[src/rtl/writeback_stage_if.sv]
`default_nettype none
// ----------------------------------------------------------------------------
// writeback_stage_if : MEM-buffer inputs, RF write port, OUT port, forwarding
// Revision: 1.0
// ----------------------------------------------------------------------------
interface writeback_stage_if #(
  parameter int DATA_W = 16,
  parameter int ADDR_W = 3,
  parameter int CNT_W  = 32
);
  logic              instr_valid;
  logic              flush;
  logic [1:0]        wb_sel;
  logic [DATA_W-1:0] alu_value;
  logic [DATA_W-1:0] mem_data;
  logic [DATA_W-1:0] ldm_value;
  logic [DATA_W-1:0] input_port;
  logic [DATA_W-1:0] out_data;
  logic              reg_write;
  logic [ADDR_W-1:0] reg_write_addr;
  logic              outport_enable;
  logic [ADDR_W-1:0] src1_addr;
  logic [ADDR_W-1:0] src2_addr;
  logic              rf_we;
  logic [ADDR_W-1:0] rf_waddr;
  logic [DATA_W-1:0] rf_wdata;
  logic [DATA_W-1:0] output_port;
  logic              out_strobe;
  logic              fwd1_hit;
  logic [DATA_W-1:0] fwd1_data;
  logic              fwd2_hit;
  logic [DATA_W-1:0] fwd2_data;
  logic [CNT_W-1:0]  retired_count;

  modport master (
    output instr_valid, flush, wb_sel, alu_value, mem_data, ldm_value,
           input_port, out_data, reg_write, reg_write_addr, outport_enable,
           src1_addr, src2_addr,
    input  rf_we, rf_waddr, rf_wdata, output_port, out_strobe,
           fwd1_hit, fwd1_data, fwd2_hit, fwd2_data, retired_count
  );

  modport slave (
    input  instr_valid, flush, wb_sel, alu_value, mem_data, ldm_value,
           input_port, out_data, reg_write, reg_write_addr, outport_enable,
           src1_addr, src2_addr,
    output rf_we, rf_waddr, rf_wdata, output_port, out_strobe,
           fwd1_hit, fwd1_data, fwd2_hit, fwd2_data, retired_count
  );
endinterface
`default_nettype wire

[src/rtl/writeback_stage.sv]
`default_nettype none
// ----------------------------------------------------------------------------
// writeback_stage : write-back mux, OUT port register, retired-write history
// Revision: 1.0
// ----------------------------------------------------------------------------
module writeback_stage #(
  parameter int DATA_W     = 16,
  parameter int ADDR_W     = 3,
  parameter int HIST_DEPTH = 2,
  parameter int CNT_W      = 32
) (
  input wire clk,
  input wire reset,
  writeback_stage_if.slave wb
);
  localparam logic [CNT_W-1:0] C_CNT_ONE = {{(CNT_W-1){1'b0}}, 1'b1};

  logic              w_live;
  logic              w_we;
  logic [DATA_W-1:0] w_wdata;

  logic [DATA_W-1:0] r_output_port;
  logic              r_out_strobe;
  logic [CNT_W-1:0]  r_count;

  logic              r_hist_v    [HIST_DEPTH];
  logic [ADDR_W-1:0] r_hist_addr [HIST_DEPTH];
  logic [DATA_W-1:0] r_hist_data [HIST_DEPTH];

  logic              w_fwd1_hit;
  logic [DATA_W-1:0] w_fwd1_data;
  logic              w_fwd2_hit;
  logic [DATA_W-1:0] w_fwd2_data;

  assign w_live = wb.instr_valid & ~wb.flush;
  // Gating with reset keeps the register file from capturing while reset is held.
  assign w_we   = w_live & wb.reg_write & ~reset;

  always_comb begin
    w_wdata = wb.alu_value;
    case (wb.wb_sel)
      2'b00:   w_wdata = wb.alu_value;
      2'b01:   w_wdata = wb.mem_data;
      2'b10:   w_wdata = wb.ldm_value;
      default: w_wdata = wb.input_port;
    endcase
  end

  always_ff @(posedge clk or posedge reset) begin
    if (reset) begin
      r_output_port <= '0;
      r_out_strobe  <= 1'b0;
      r_count       <= '0;
    end else begin
      r_out_strobe <= w_live & wb.outport_enable;
      if (w_live && wb.outport_enable) begin
        r_output_port <= wb.out_data;
      end
      if (w_live) begin
        r_count <= r_count + C_CNT_ONE;
      end
    end
  end

  // Entry pushed every cycle, so entry index equals cycles since retire.
  always_ff @(posedge clk or posedge reset) begin
    if (reset) begin
      r_hist_v[0]    <= 1'b0;
      r_hist_addr[0] <= '0;
      r_hist_data[0] <= '0;
    end else begin
      r_hist_v[0]    <= w_we;
      r_hist_addr[0] <= wb.reg_write_addr;
      r_hist_data[0] <= w_wdata;
    end
  end

  generate
    for (genvar gi = 1; gi < HIST_DEPTH; gi++) begin : g_hist_shift
      always_ff @(posedge clk or posedge reset) begin
        if (reset) begin
          r_hist_v[gi]    <= 1'b0;
          r_hist_addr[gi] <= '0;
          r_hist_data[gi] <= '0;
        end else begin
          r_hist_v[gi]    <= r_hist_v[gi-1];
          r_hist_addr[gi] <= r_hist_addr[gi-1];
          r_hist_data[gi] <= r_hist_data[gi-1];
        end
      end
    end
  endgenerate

  // Scan oldest to newest so the youngest match overrides; current write last.
  always_comb begin
    w_fwd1_hit  = 1'b0;
    w_fwd1_data = '0;
    w_fwd2_hit  = 1'b0;
    w_fwd2_data = '0;
    for (int i = HIST_DEPTH - 1; i >= 0; i--) begin
      if (r_hist_v[i] && (r_hist_addr[i] == wb.src1_addr)) begin
        w_fwd1_hit  = 1'b1;
        w_fwd1_data = r_hist_data[i];
      end
      if (r_hist_v[i] && (r_hist_addr[i] == wb.src2_addr)) begin
        w_fwd2_hit  = 1'b1;
        w_fwd2_data = r_hist_data[i];
      end
    end
    if (w_we && (wb.reg_write_addr == wb.src1_addr)) begin
      w_fwd1_hit  = 1'b1;
      w_fwd1_data = w_wdata;
    end
    if (w_we && (wb.reg_write_addr == wb.src2_addr)) begin
      w_fwd2_hit  = 1'b1;
      w_fwd2_data = w_wdata;
    end
  end

  assign wb.rf_we         = w_we;
  assign wb.rf_waddr      = wb.reg_write_addr;
  assign wb.rf_wdata      = w_wdata;
  assign wb.output_port   = r_output_port;
  assign wb.out_strobe    = r_out_strobe;
  assign wb.fwd1_hit      = w_fwd1_hit;
  assign wb.fwd1_data     = w_fwd1_data;
  assign wb.fwd2_hit      = w_fwd2_hit;
  assign wb.fwd2_data     = w_fwd2_data;
  assign wb.retired_count = r_count;

endmodule
`default_nettype wire

[src/flat_wrapper.sv]
// flat-port wrapper written by rule: the top's interface ports become plain ports
module writeback_stage_flat 
#(
  parameter int DATA_W     = 16,
  parameter int ADDR_W     = 3,
  parameter int HIST_DEPTH = 2,
  parameter int CNT_W      = 32
)
  (clk, reset, wb_instr_valid, wb_flush, wb_wb_sel, wb_alu_value, wb_mem_data, wb_ldm_value, wb_input_port, wb_out_data, wb_reg_write, wb_reg_write_addr, wb_outport_enable, wb_src1_addr, wb_src2_addr, wb_rf_we, wb_rf_waddr, wb_rf_wdata, wb_output_port, wb_out_strobe, wb_fwd1_hit, wb_fwd1_data, wb_fwd2_hit, wb_fwd2_data, wb_retired_count);
  writeback_stage_if #(.DATA_W(DATA_W), .ADDR_W(ADDR_W), .CNT_W(CNT_W)) wb_i ();
  input wire clk;
  input wire reset;
  input wire logic [$bits(wb_i.instr_valid)-1:0] wb_instr_valid;
  input wire logic [$bits(wb_i.flush)-1:0] wb_flush;
  input wire logic [$bits(wb_i.wb_sel)-1:0] wb_wb_sel;
  input wire logic [$bits(wb_i.alu_value)-1:0] wb_alu_value;
  input wire logic [$bits(wb_i.mem_data)-1:0] wb_mem_data;
  input wire logic [$bits(wb_i.ldm_value)-1:0] wb_ldm_value;
  input wire logic [$bits(wb_i.input_port)-1:0] wb_input_port;
  input wire logic [$bits(wb_i.out_data)-1:0] wb_out_data;
  input wire logic [$bits(wb_i.reg_write)-1:0] wb_reg_write;
  input wire logic [$bits(wb_i.reg_write_addr)-1:0] wb_reg_write_addr;
  input wire logic [$bits(wb_i.outport_enable)-1:0] wb_outport_enable;
  input wire logic [$bits(wb_i.src1_addr)-1:0] wb_src1_addr;
  input wire logic [$bits(wb_i.src2_addr)-1:0] wb_src2_addr;
  output wire logic [$bits(wb_i.rf_we)-1:0] wb_rf_we;
  output wire logic [$bits(wb_i.rf_waddr)-1:0] wb_rf_waddr;
  output wire logic [$bits(wb_i.rf_wdata)-1:0] wb_rf_wdata;
  output wire logic [$bits(wb_i.output_port)-1:0] wb_output_port;
  output wire logic [$bits(wb_i.out_strobe)-1:0] wb_out_strobe;
  output wire logic [$bits(wb_i.fwd1_hit)-1:0] wb_fwd1_hit;
  output wire logic [$bits(wb_i.fwd1_data)-1:0] wb_fwd1_data;
  output wire logic [$bits(wb_i.fwd2_hit)-1:0] wb_fwd2_hit;
  output wire logic [$bits(wb_i.fwd2_data)-1:0] wb_fwd2_data;
  output wire logic [$bits(wb_i.retired_count)-1:0] wb_retired_count;
  assign wb_i.instr_valid = wb_instr_valid;
  assign wb_i.flush = wb_flush;
  assign wb_i.wb_sel = wb_wb_sel;
  assign wb_i.alu_value = wb_alu_value;
  assign wb_i.mem_data = wb_mem_data;
  assign wb_i.ldm_value = wb_ldm_value;
  assign wb_i.input_port = wb_input_port;
  assign wb_i.out_data = wb_out_data;
  assign wb_i.reg_write = wb_reg_write;
  assign wb_i.reg_write_addr = wb_reg_write_addr;
  assign wb_i.outport_enable = wb_outport_enable;
  assign wb_i.src1_addr = wb_src1_addr;
  assign wb_i.src2_addr = wb_src2_addr;
  assign wb_rf_we = wb_i.rf_we;
  assign wb_rf_waddr = wb_i.rf_waddr;
  assign wb_rf_wdata = wb_i.rf_wdata;
  assign wb_output_port = wb_i.output_port;
  assign wb_out_strobe = wb_i.out_strobe;
  assign wb_fwd1_hit = wb_i.fwd1_hit;
  assign wb_fwd1_data = wb_i.fwd1_data;
  assign wb_fwd2_hit = wb_i.fwd2_hit;
  assign wb_fwd2_data = wb_i.fwd2_data;
  assign wb_retired_count = wb_i.retired_count;
  writeback_stage #(.DATA_W(DATA_W), .ADDR_W(ADDR_W), .HIST_DEPTH(HIST_DEPTH), .CNT_W(CNT_W)) u_core (.clk(clk), .reset(reset), .wb(wb_i));
endmodule
[config.mk]
export PLATFORM = sky130hd
export DESIGN_NAME = writeback_stage_flat
export DESIGN_NICKNAME = d
export VERILOG_FILES = /design/src/rtl/writeback_stage_if.sv /design/src/rtl/writeback_stage.sv /design/src/flat_wrapper.sv
export SDC_FILE = /design/constraint.sdc
export NUM_CORES = 1
export LEC_CHECK = 0
export BUFFER_PORTS_ARGS = -buffer_cell sky130_fd_sc_hd__clkbuf_2
export CAP_MARGIN = 20
export CORE_ASPECT_RATIO = 1.4
export CORE_UTILIZATION = 43
export CTS_CLUSTER_SIZE = 16
export DETAILED_ROUTE_END_ITERATION = 12
export PLACE_DENSITY = 0.82
export REMOVE_ABC_BUFFERS = 1
export SYNTH_ARGS = -nofsm -noshare
export SYNTH_HDL_FRONTEND = slang
export SYNTH_SLANG_ARGS = --single-unit
[constraint.sdc]
create_clock -name clk -period 2.5 [get_ports clk]
set_clock_uncertainty 0.1 [all_clocks]
set_input_delay 0.25 -clock clk [delete_from_list [all_inputs] [get_ports clk]]
set_output_delay 0.25 -clock clk [all_outputs]
set_load 0.005 [all_outputs]
==> summary.md, run 1 <==
| Metric | Value |
|---|---|
| Core area | `about 10000 um^2` |
| Max-cap violations | `0` |
| Die area | `about 11000 um^2` |
| Max Transition Viols Final | `0` |
| Async SR Flop Fraction | `between 90% and 100%` |
| PortBufs | `slightly below 200` |
| GR Overflow Total | `0` |
| Antenna cells | `0` |
| CP max stage delay | `0.53 ns` |
| Clk root buf | `clkbuf_16` |
| Area fraction of the dominant cell type after synthesis | `49.75%` |
| Leakage | `2.896 nW` |
| CP Data Arrival Time | `2.05 ns` |
| Gpl congestion | `between 0.8 and 0.9` |
| Slew HR | `48.88%` |
| Worst slew pin tran | `about 0.77 ns` |
| RSZ-0062 raised after global routing | `false` |
| Fin crit period | `around 2.4 ns` |
| Die Ht | `between 100 and 150 um` |
| # fillers | `between 800 and 900` |
| Register area | `around 2200 um^2` |
| Startpoint types | `primary input` |
| Number of synthesized flops with an enable pin | `0` |
| Dpl cells | `just over 700` |
| Boundary Pins | `200` |
| Most frequent cells in the layout | `clkbuf_2 (199), dfrtp_1 (89), nand3_1 (48), nand2_1 (46), xnor2_1 (43)` |
| 1st-iter DRT viols | `181` |
| Routed vias/inst | `~5.6` |
| Most frequent CP cell | `clkbuf_2` |
| Num rows | `43` |
| CTS buffer count | `9` |
| GR Util All Layers | `approximately 24%` |
| Cell area after layout | `~6000 um^2` |
| Via count | `roughly 4200` |
| Worst path top cell family by delay | `buffers and inverters` |
| Setup ws final | `around 0.10 ns` |
| Slowest stage cell, crit path | `dlygate4sd3_1` |
| Cell Area, Placed | `around 5600 um^2` |
| Starting Density | `about 45%` |
| Largest net degree at the start of global routing | `between 40 and 50` |
| Crit-path max FO | `33` |
| Commonest non-fill, non-tap cell in the layout | `clkbuf_2` |
| Worst EP required | `about 2.2 ns` |
| Detailed Routing Iterations Pass 1 | `5` |
| Global-route wire length before repair | `between 15 and 20 mm` |
| Run status | `finished, final reports clean` |
| Mapped Cells | `between 400 and 500` |
| Cell area after synthesis | `approximately 4500 um^2` |
| WL/cell | `17.08 um` |
| Sequential share of the synthesized area | `between 40% and 50%` |
| Crit end category | `output port` |
| Share of layout cells above drive strength 1 | `around 44%` |
| DR DRC count | `0` |
| Yosys warns | `0` |
| Crit Reg-Reg Startpoint | `u_core.wb.retired_count[0]` |
| Crit path launch | `reset` |
| Final setup vio count | `0` |
| Synth Area per Inst | `10.97 um^2` |
| Sinks on Clock Net | `just under 90` |
| CP bufs+invs | `4` |
| Hold_sp | `wb_out_data[9]` |
| Seq cells post-synth | `between 80 and 90` |
| Initial antenna violation count | `0` |
| Worst-Skew Late Latency | `between 0.3 and 0.4 ns` |
| Final period util | `between 90% and 100%` |
| CTS tree | `yes` |
| Die Wd | `88.24 um` |
| Final nets | `around 710` |
| H-tree depth | `3` |
| Area of the multi-input gates | `2102 um^2` |
| Critical setup path kind | `in2out` |
| Max Freq | `about 420 MHz` |
| CTS Buffer Depth | `2` |
| Synth unique cells | `31` |
| Routed wire length | `12.74 mm` |
| Synth area leader | `dfrtp_1` |
| Setup WS pre-CTS | `0.2123 ns` |
| Ys flop type | `dfrtp_1` |
| Final Power | `3.704 mW` |
| Area Overhead vs Synth | `33.06%` |
| Final HPWL DP | `approximately 9.8 mm` |
| Setup_tns | `0 ns` |
| Top cells by area, synth | `dfrtp_1 (50%), xnor2_1 (8.4%), mux4_2 (8.0%)` |
| VDD IR-drop max | `approximately 0.32 mV` |
| Post-route ant nets | `0` |
| Post-route insts no fill | `between 700 and 800` |
| Power Dens Cells | `between 600 and 700 nW/um^2` |
| CP Cell Sequence | `dlygate4sd3_1, clkbuf_2, and4bb_2, nand4_1, buf_6, a31oi_1, clkbuf_2` |
| Clock slew at reported path FFs | `about 0.06 ns` |
| Number of global-route vias before repair | `4110` |
| Hold Fails Final Rpt | `0` |
| HP Class | `in2reg` |
-- power breakdown --
group	internal, mW	leakage (nW)	switching, mW
combinational	0.295	1.63	0.258
clock	0.876	0.158	0.526
sequential	1.59	1.11	0.156
-- metal layers --
layer	track usage (%)	vias up	wire length [um]
li1	-	1851	-
met1	27.20	2035	4778
met2	43.94	240	6660
met3	5.649	29	980
met4	9.375	0	320
met5	0	-	0
-- state kept, by name, indices dropped and copies added, names as in the netlist --
register                 cells
u_core.r_hist_v              2
u_core.wb.retired_count     32
u_core.wb.output_port       16
u_core.r_hist_addr           6
u_core.r_hist_data          32
u_core.wb.out_strobe         1
-- path summary, 6_finish.rpt --
check	depth (start not counted)	slack (ns)	endpoint
max	7	0.10	wb_fwd1_data[8]
min	2	0.04	u_core.wb.output_port[9]
max reg2reg	5	0.52	u_core.wb.retired_count[26]
min reg2reg	0	0.31	u_core.r_hist_data[8]
max in group asynchronous	4	1.12	u_core.r_hist_data[25]
min in group asynchronous	3	0.49	u_core.wb.retired_count[6]
-- stage by stage --
stage / utilization (%) / hold slack [ns]
global placement: 55.75 / 0.2776
floorplan: - / 0.1814
finish: 59.53 / 0.04076
detailed placement: 55.75 / 0.2883
global route: 59.53 / 0.03323
CTS: 59.45 / 0.03081
-- repair_timing --
item | 4_1_cts | 5_1_grt
hold buffers | 4 | 0
endpoints found under the setup margin | 32 | 12
gates resized for setup | 0 | 2
endpoints found under the hold margin | 46 | 0
pin swaps | 2 | 0
buffers inserted | 2 | 0
-- logic make-up after synthesis --
family	after synthesis	share of synthesized area, %
multiplexers	32	12.07
flip-flops	89	49.75
buffers and inverters	28	3.298
AO/OA/AOI/OAI	32	4.472
XOR/XNOR	49	9.586
adder cells (fa/ha/maj)	1	0.2794
AND/OR/NAND/NOR	177	20.54
-- synthesized netlist by cell type (4+ instances only) --
| cell | instances |
|---|---|
| xnor2_1 | 43 |
| mux4_2 | 16 |
| nand4_1 | 15 |
| buf_2 | 13 |
| clkbuf_1 | 6 |
| buf_4 | 5 |
| nand2_1 | 46 |
| nand3_1 | 48 |
| xor2_1 | 6 |
| and4_1 | 5 |
| dfrtp_1 | 89 |
| nor3_1 | 4 |
| mux2_2 | 16 |
| a31oi_1 | 32 |
| nor2_1 | 40 |
-- area by class of cell --
class,count,share of cell area (%)
multi-input combinational,291,35.29
clock inverter,2,0.5881
sequential,89,37.39
tap,135,2.836
inverter,3,0.2100
timing repair buffer,213,18.99
clock buffer,13,4.705
Power figures use the tool's default switching activity.
==> inputs of run 2 (changes only) <==
--- a/config.mk
+++ b/config.mk
@@ -5,13 +5,13 @@
 export SDC_FILE = /design/constraint.sdc
 export NUM_CORES = 1
 export LEC_CHECK = 0
-export BUFFER_PORTS_ARGS = -buffer_cell sky130_fd_sc_hd__clkbuf_2
+export BUFFER_PORTS_ARGS = -buffer_cell sky130_fd_sc_hd__buf_2
 export CAP_MARGIN = 20
 export CORE_ASPECT_RATIO = 1.4
 export CORE_UTILIZATION = 43
 export CTS_CLUSTER_SIZE = 16
 export DETAILED_ROUTE_END_ITERATION = 12
-export PLACE_DENSITY = 0.82
+export PLACE_DENSITY = 0.77
 export REMOVE_ABC_BUFFERS = 1
 export SYNTH_ARGS = -nofsm -noshare
 export SYNTH_HDL_FRONTEND = slang
==> run 2 against run 1 <==
Wire length down 2.0%. Sequential share of layout area is 0.20 points lower. Combinational power about the same. Clock power grew 7%. Via count decreased by 0.12%. Setup slack improved by 0.0057 ns. Die area did not move. Sequential cell count stayed put. First-iteration DRC count shrank 16%. Utilization grew 0.33 points. Largest power group unchanged. Non-clock buffer count grew 2. Sequential power about the same.
==> summary.md, run 2 (same netlist as run 1, synthesis figures left out) <==
| Metric | Value |
|---|---|
| Run status | `finished, final reports clean` |
| Clk root buf | `clkbuf_16` |
| CTS buffer count | `9 (unchanged)` |
| Sinks on Clock Net | `89 (unchanged)` |
| Comb pwr share | `14.6% (-0.3 points)` |
| Fin crit period | `2.390 ns (-0.005738 ns)` |
| Slowest stage cell, crit path | `dfrtp_1` |
| CTS Buffer Depth | `2 (unchanged)` |
| Largest net degree at the start of global routing | `50 (+6.4%)` |
| Startpoint types | `flop` |
| Switch Pwr | `0.9273 mW (-1.4%)` |
| Max-cap violations | `0 (unchanged)` |
| Number of global-route vias before repair | `3998 (-2.7%)` |
| Die area | `10830 um^2 (unchanged)` |
| Cell area after layout | `5989 um^2 (+0.55%)` |
| Initial antenna violation count | `0 (unchanged)` |
| Crit end category | `output port` |
| Routed vias/inst | `5.548 (-0.39%)` |
| Final HPWL DP | `9.378 mm (-3.9%)` |
| Critical setup path kind | `reg2out` |
| CP bufs+invs | `2 (-2)` |
| Clock share of power | `39.5% (+1.6 points)` |
| Commonest non-fill, non-tap cell in the layout | `buf_2` |
| Crit-path max FO | `17 (-48%)` |
| Share of layout cells above drive strength 1 | `43.72% (-0.14 points)` |
| Antenna cells | `0 (unchanged)` |
| Worst hold slack | `0.04491 ns (+0.004152 ns)` |
| CP Cell Sequence | `xnor2_1, and4_1, buf_4, nand2_1, a31oi_2, buf_2` |
| Via count | `4150 (-0.12%)` |
| GR Util All Layers | `23.51% (-0.81 points)` |
| VDD IR-drop max | `0.3306 mV (+2.0%)` |
| Max Freq | `418.4 MHz (+0.24%)` |
| CP max stage delay | `0.42 ns (-0.11 ns)` |
| WL/cell | `16.69 um (-2.3%)` |
| # fillers | `855 (+2.2%)` |
| Slew HR | `52.26% (+3.4 points)` |
| Slack of the worst reg-to-reg path | `0.57 ns (+0.05 ns)` |
| Clock slew at reported path FFs | `0.06 ns (about the same)` |
| Power Dens Cells | `632.4 nW/um^2 (+1.7%)` |
| Starting Density | `44.74% (unchanged)` |
| Final Power | `3.788 mW (+2.3%)` |
| Max Transition Viols Final | `0 (unchanged)` |
| Final nets | `707 (+0.28%)` |
| PortBufs | `199 (unchanged)` |
| GR Overflow Total | `0 (unchanged)` |
| 1st-iter DRT viols | `152 (-16%)` |
| CTS tree | `yes` |
| Global-route wire length before repair | `19.25 mm (-3.1%)` |
| Detailed Routing Iterations Pass 1 | `5 (unchanged)` |
| Worst slew pin tran | `0.7152 ns (-0.05071 ns)` |
| CP Data Arrival Time | `2.04 ns (about the same)` |
| HP Class | `in2reg` |
| Final setup vio count | `0 (unchanged)` |
| Boundary Pins | `200 (unchanged)` |
| Worst EP required | `2.15 ns (about the same)` |
| Most frequent cells in the layout | `buf_2 (199), dfrtp_1 (89), nand3_1 (48), nand2_1 (46), xnor2_1 (43)` |
| Sw frac | `24.48% (-0.91 points)` |
| Final period util | `95.61% (-0.23 points)` |
| Gpl congestion | `0.8743 (+3.6%)` |
| DR DRC count | `0 (unchanged)` |
| Worst path top cell family by delay | `flip-flops` |
| Register share of total power | `45.9% (-1.3 points)` |
| Leakage | `2.935 nW (+1.3%)` |
| Hold Fails Final Rpt | `0 (unchanged)` |
| Post-route ant nets | `0 (unchanged)` |
| H-tree depth | `3 (unchanged)` |
| Core area | `10010 um^2 (unchanged)` |
| Die Ht | `122.7 um (unchanged)` |
| Die Wd | `88.24 um (unchanged)` |
| RSZ-0062 raised after global routing | `false` |
| Area Overhead vs Synth | `33.79%` |
| P_int | `2.861 mW (+3.5%)` |
| Worst-Skew Late Latency | `0.34 ns (about the same)` |
| Cell Area, Placed | `5602 um^2 (+0.40%)` |
| Routed wire length | `12.48 mm (-2.0%)` |
| Num rows | `43 (unchanged)` |
run 2: changes by cell type in the layout (fill, tap and decap cells not counted):
cell	previous run	this run
buf_2	0	199
a31oi_2	0	1
clkbuf_8	4	0
bufinv_16	1	3
clkbuf_2	199	0
buf_8	0	1
buf_4	7	10
clkbuf_1	0	3
a31oi_1	32	31
buf_6	2	0
clkinv_2	2	1
run 2: worst reg2reg max path, cell delays in order, from the launching register on:
cell	delay [ns]
dfrtp_1	0.45
ha_1	0.26
nand4b_2	0.20
nor4_4	0.48
nand4_1	0.17
xnor2_1	0.15
run 2: layout make-up:
| cell class | instances | area, um^2 | share of cell area [%] |
|---|---|---|---|
| clock inverters | 3 | 90.09 | 1.504 |
| flip-flops and latches | 89 | 2227 | 37.18 |
| inverters | 3 | 12.51 | 0.2089 |
| repair buffers | 215 | 1146 | 19.14 |
| multi-input cells | 291 | 2108 | 35.20 |
| clock buffers | 12 | 236.5 | 3.948 |
| well taps | 135 | 168.9 | 2.820 |
run 2: final timing paths:
kind	start	endpoint	cells past startpoint
worst max-delay path	u_core.r_hist_addr[4]	wb_fwd2_data[15]	6
worst min-delay path	wb_out_data[5]	u_core.wb.output_port[5]	2
worst max register to register	u_core.wb.retired_count[0]	u_core.wb.retired_count[24]	5
worst min register to register	u_core.r_hist_data[27]	u_core.r_hist_data[11]	0
max in group asynchronous	reset	u_core.wb.output_port[12]	4
min in group asynchronous	reset	u_core.r_hist_addr[0]	3
run 2: per-layer routing:
metal	vias up	GRT usage, %	share of wire [%]
met5	-	0	0
met4	0	11.69	2.9
met3	23	4.573	8.4
met2	260	40.34	51
met1	2002	27.69	37
li1	1865	-	-
run 2: through the flow:
| stage | setup WS (ns) | std cells | setup TNS [ns] | utilization, % |
|---|---|---|---|---|
| CTS | 0.03244 | 748 | 0 | 59.71 |
| floorplan | -0.1569 | 383 | -13.96 | - |
| global route | 0.02304 | 748 | 0 | 59.85 |
| global placement | 0.2244 | 728 | 0 | 55.98 |
| finish | 0.1098 | 748 | 0 | 59.85 |
| detailed placement | 0.2111 | 728 | 0 | 55.98 |
run 2: what timing repair did:
action                                 4_1_cts  5_1_grt
pin swaps                                    1        0
hold buffers                                 4        0
setup endpoints to repair                   16        2
endpoints found under the hold margin       43        0
setup buffers                                1        0
cloned                                       0        0
gates resized for setup                      0        3
run 2: power by group through the flow:
stage	logic, mW	clock network [mW]	registers, mW
6_report	0.552	1.50	1.74
4_1_cts	0.560	1.52	1.74
3_5_place_dp	0.552	0	1.76
2_1_floorplan	0.252	0	1.74
3_3_place_gp	0.537	0	1.75
5_1_grt	0.617	1.57	1.76
==> inputs of run 3 (changes only) <==
--- a/config.mk
+++ b/config.mk
@@ -13,6 +13,7 @@
 export DETAILED_ROUTE_END_ITERATION = 12
 export PLACE_DENSITY = 0.77
 export REMOVE_ABC_BUFFERS = 1
+export SETUP_SLACK_MARGIN = 0.15
 export SYNTH_ARGS = -nofsm -noshare
 export SYNTH_HDL_FRONTEND = slang
 export SYNTH_SLANG_ARGS = --single-unit
==> run 3 against run 2 <==
Sequential power about the same. Sequential cell count unchanged. Final cell count did not move. Setup slack gained 0.086 ns. Fmax is 3.7% higher. First-iteration DRC count is 13% lower. Die area did not move. Critical path depth did not move. Non-clock buffer count is the same. Sequential share of layout area is essentially flat. Largest power group unchanged.
==> summary.md, run 3 (same netlist as run 1, synthesis figures left out) <==
| Metric | Value |
|---|---|
| Run status | `finished, final reports clean` |
| Boundary Pins | `200 (unchanged)` |
| Clk root buf | `clkbuf_16` |
| CP Cell Sequence | `xnor2_1, and4_1, buf_6, nand2_1, a31oi_2, buf_2` |
| Critical setup path kind | `reg2out` |
| CP bufs+invs | `2 (unchanged)` |
| Met2 Track Usage GR | `40.67% (+0.34 points)` |
| H-tree depth | `3 (unchanged)` |
| Final HPWL DP | `9.378 mm (unchanged)` |
| Worst slew pin tran | `0.7161 ns (+0.0009235 ns)` |
| Gpl congestion | `0.8743 (unchanged)` |
| RSZ-0062 raised after global routing | `false` |
| GR Util All Layers | `23.61% (+0.099 points)` |
| # fillers | `854 (-0.12%)` |
| Max Transition Viols Final | `0 (unchanged)` |
| Comb pwr share | `14.6% (about the same)` |
| Slowest stage cell, crit path | `dfrtp_1` |
| Hold Fails Final Rpt | `0 (unchanged)` |
| Setup ws final | `0.1955 ns (+0.08570 ns)` |
| Share of layout cells above drive strength 1 | `43.88% (+0.16 points)` |
| Post-route ant nets | `0 (unchanged)` |
| Leakage | `2.938 nW (about the same)` |
| Routed wire length | `12.55 mm (+0.54%)` |
| Die Ht | `122.7 um (unchanged)` |
| Fin crit period | `2.305 ns (-0.08570 ns)` |
| Die area | `10830 um^2 (unchanged)` |
| 1st-iter DRT viols | `132 (-13%)` |
| Crit-path max FO | `17 (unchanged)` |
| Setup WS pre-CTS | `0.2111 ns (unchanged)` |
| Max Freq | `433.9 MHz (+3.7%)` |
| Area Overhead vs Synth | `33.87% (about the same)` |
| Worst path top cell family by delay | `flip-flops` |
| Die Wd | `88.24 um (unchanged)` |
| Sw frac | `24.53% (+0.052 points)` |
| Sinks on Clock Net | `89 (unchanged)` |
| Max-cap violations | `0 (unchanged)` |
| PortBufs | `199 (unchanged)` |
| WL/cell | `16.78 um (+0.54%)` |
| DR DRC count | `0 (unchanged)` |
| Detailed Routing Iterations Pass 1 | `4 (-1)` |
| Power Dens Cells | `632.7 nW/um^2 (about the same)` |
| Clock slew at reported path FFs | `0.06 ns (about the same)` |
| Clock share of power | `39.5% (about the same)` |
| Most frequent cells in the layout | `buf_2 (199), dfrtp_1 (89), nand3_1 (48), nand2_1 (46), xnor2_1 (42)` |
| Starting Density | `44.74% (unchanged)` |
| Worst EP required | `2.15 ns (about the same)` |
| GR Util met1 | `27.91% (+0.22 points)` |
| Number of global-route vias before repair | `4003 (+0.13%)` |
| Worst-Skew Late Latency | `0.34 ns (about the same)` |
| Crit end category | `output port` |
| CTS buffer count | `9 (unchanged)` |
| GR Overflow Total | `0 (unchanged)` |
| Core area | `10010 um^2 (unchanged)` |
| Antenna cells | `0 (unchanged)` |
| GRT met3 Usage | `4.573% (unchanged)` |
| Startpoint types | `flop` |
| Gr busiest metal | `met2` |
| Initial antenna violation count | `0 (unchanged)` |
| HP Class | `in2reg` |
| P_int | `2.862 mW (about the same)` |
| Final setup vio count | `0 (unchanged)` |
| Num rows | `43 (unchanged)` |
| Register share of total power | `45.9% (about the same)` |
| Final nets | `707 (unchanged)` |
| CP max stage delay | `0.41 ns (about the same)` |
| Slew HR | `52.20% (-0.062 points)` |
| CP Data Arrival Time | `1.95 ns (-0.09 ns)` |
| VDD IR-drop max | `0.3306 mV (about the same)` |
| Global-route wire length before repair | `19.33 mm (+0.43%)` |
| Largest net degree at the start of global routing | `50 (unchanged)` |
| CTS tree | `yes` |
| CTS Buffer Depth | `2 (unchanged)` |
| Commonest non-fill, non-tap cell in the layout | `buf_2` |
| Switch Pwr | `0.9302 mW (+0.31%)` |
| Via count | `4147 (-0.072%)` |
| Routed vias/inst | `5.544 (about the same)` |
| Final period util | `92.18% (-3.4 points)` |
| Final Power | `3.792 mW (+0.10%)` |
==> run 3: cell counts in the layout (fill, tap and decap cells not counted) <==
Identical to the previous run, type by type.
==> run 3: worst paths after layout <==
check | slack, ns | cells after the start | to | startpoint
max | 0.20 | 6 | wb_fwd2_data[15] | u_core.r_hist_addr[3]
min in group asynchronous | 0.48 | 3 | u_core.r_hist_addr[0] | reset
max reg2reg | 0.57 | 5 | u_core.wb.retired_count[24] | u_core.wb.retired_count[0]
min | 0.04 | 2 | u_core.wb.output_port[5] | wb_out_data[5]
min reg2reg | 0.30 | 0 | u_core.r_hist_data[11] | u_core.r_hist_data[27]
max in group asynchronous | 1.12 | 4 | u_core.wb.output_port[12] | reset
==> run 3: through the flow <==
step                      setup TNS [ns]  hold slack (ns)  cells  utilization (%)  cell area [um^2]
after floorplan                   -13.96           0.1814    383                -              4340
after global placement                 0           0.2766    728            55.98              5602
after detailed placement               0           0.2812    728            55.98              5602
after CTS                              0          0.03426    748            59.71              5976
after global routing                   0          0.03834    748            59.89              5993
final                                  0          0.04467    748            59.89              5993
==> run 3: cell type report <==
| cell class | count | area (um^2) | area share [%] |
|---|---|---|---|
| tap | 135 | 168.9 | 2.818 |
| sequential | 89 | 2227 | 37.16 |
| clock buffer | 12 | 236.5 | 3.946 |
| inverter | 3 | 12.51 | 0.2088 |
| clock inverter | 3 | 90.09 | 1.503 |
| multi-input combinational | 291 | 2116 | 35.30 |
| timing repair buffer | 215 | 1142 | 19.06 |
==> run 3: what timing repair did <==
item | in CTS | in global routing
endpoints found under the hold margin | 43 | 0
buffers inserted | 1 | 0
pin swaps | 1 | 0
cloned | 0 | 0
setup endpoints to repair | 16 | 1
hold buffers | 4 | 0
resized for setup | 0 | 3
==> run 3: routing by layer <==
| metal | wire length [um] | vias to the layer above |
|---|---|---|
| met2 | 6549 | 246 |
| met1 | 4668 | 2018 |
| met5 | 0 | - |
| li1 | - | 1860 |
| met4 | 254 | 0 |
| met3 | 1076 | 23 |
==> run 3: power groups by stage <==
stage	sequential (mW)	clock, mW	combinational (mW)
after floorplan	1.74	0	0.252
after global placement	1.75	0	0.537
after detailed placement	1.76	0	0.552
after CTS	1.74	1.52	0.560
after global routing	1.76	1.57	0.620
final	1.74	1.50	0.555
==> run 3: worst reg2reg max path, stage by stage (launching register included) <==
cell	delay (ns)
dfrtp_1	0.45
ha_1	0.26
nand4b_2	0.20
nor4_4	0.48
nand4_1	0.17
xnor2_1	0.15
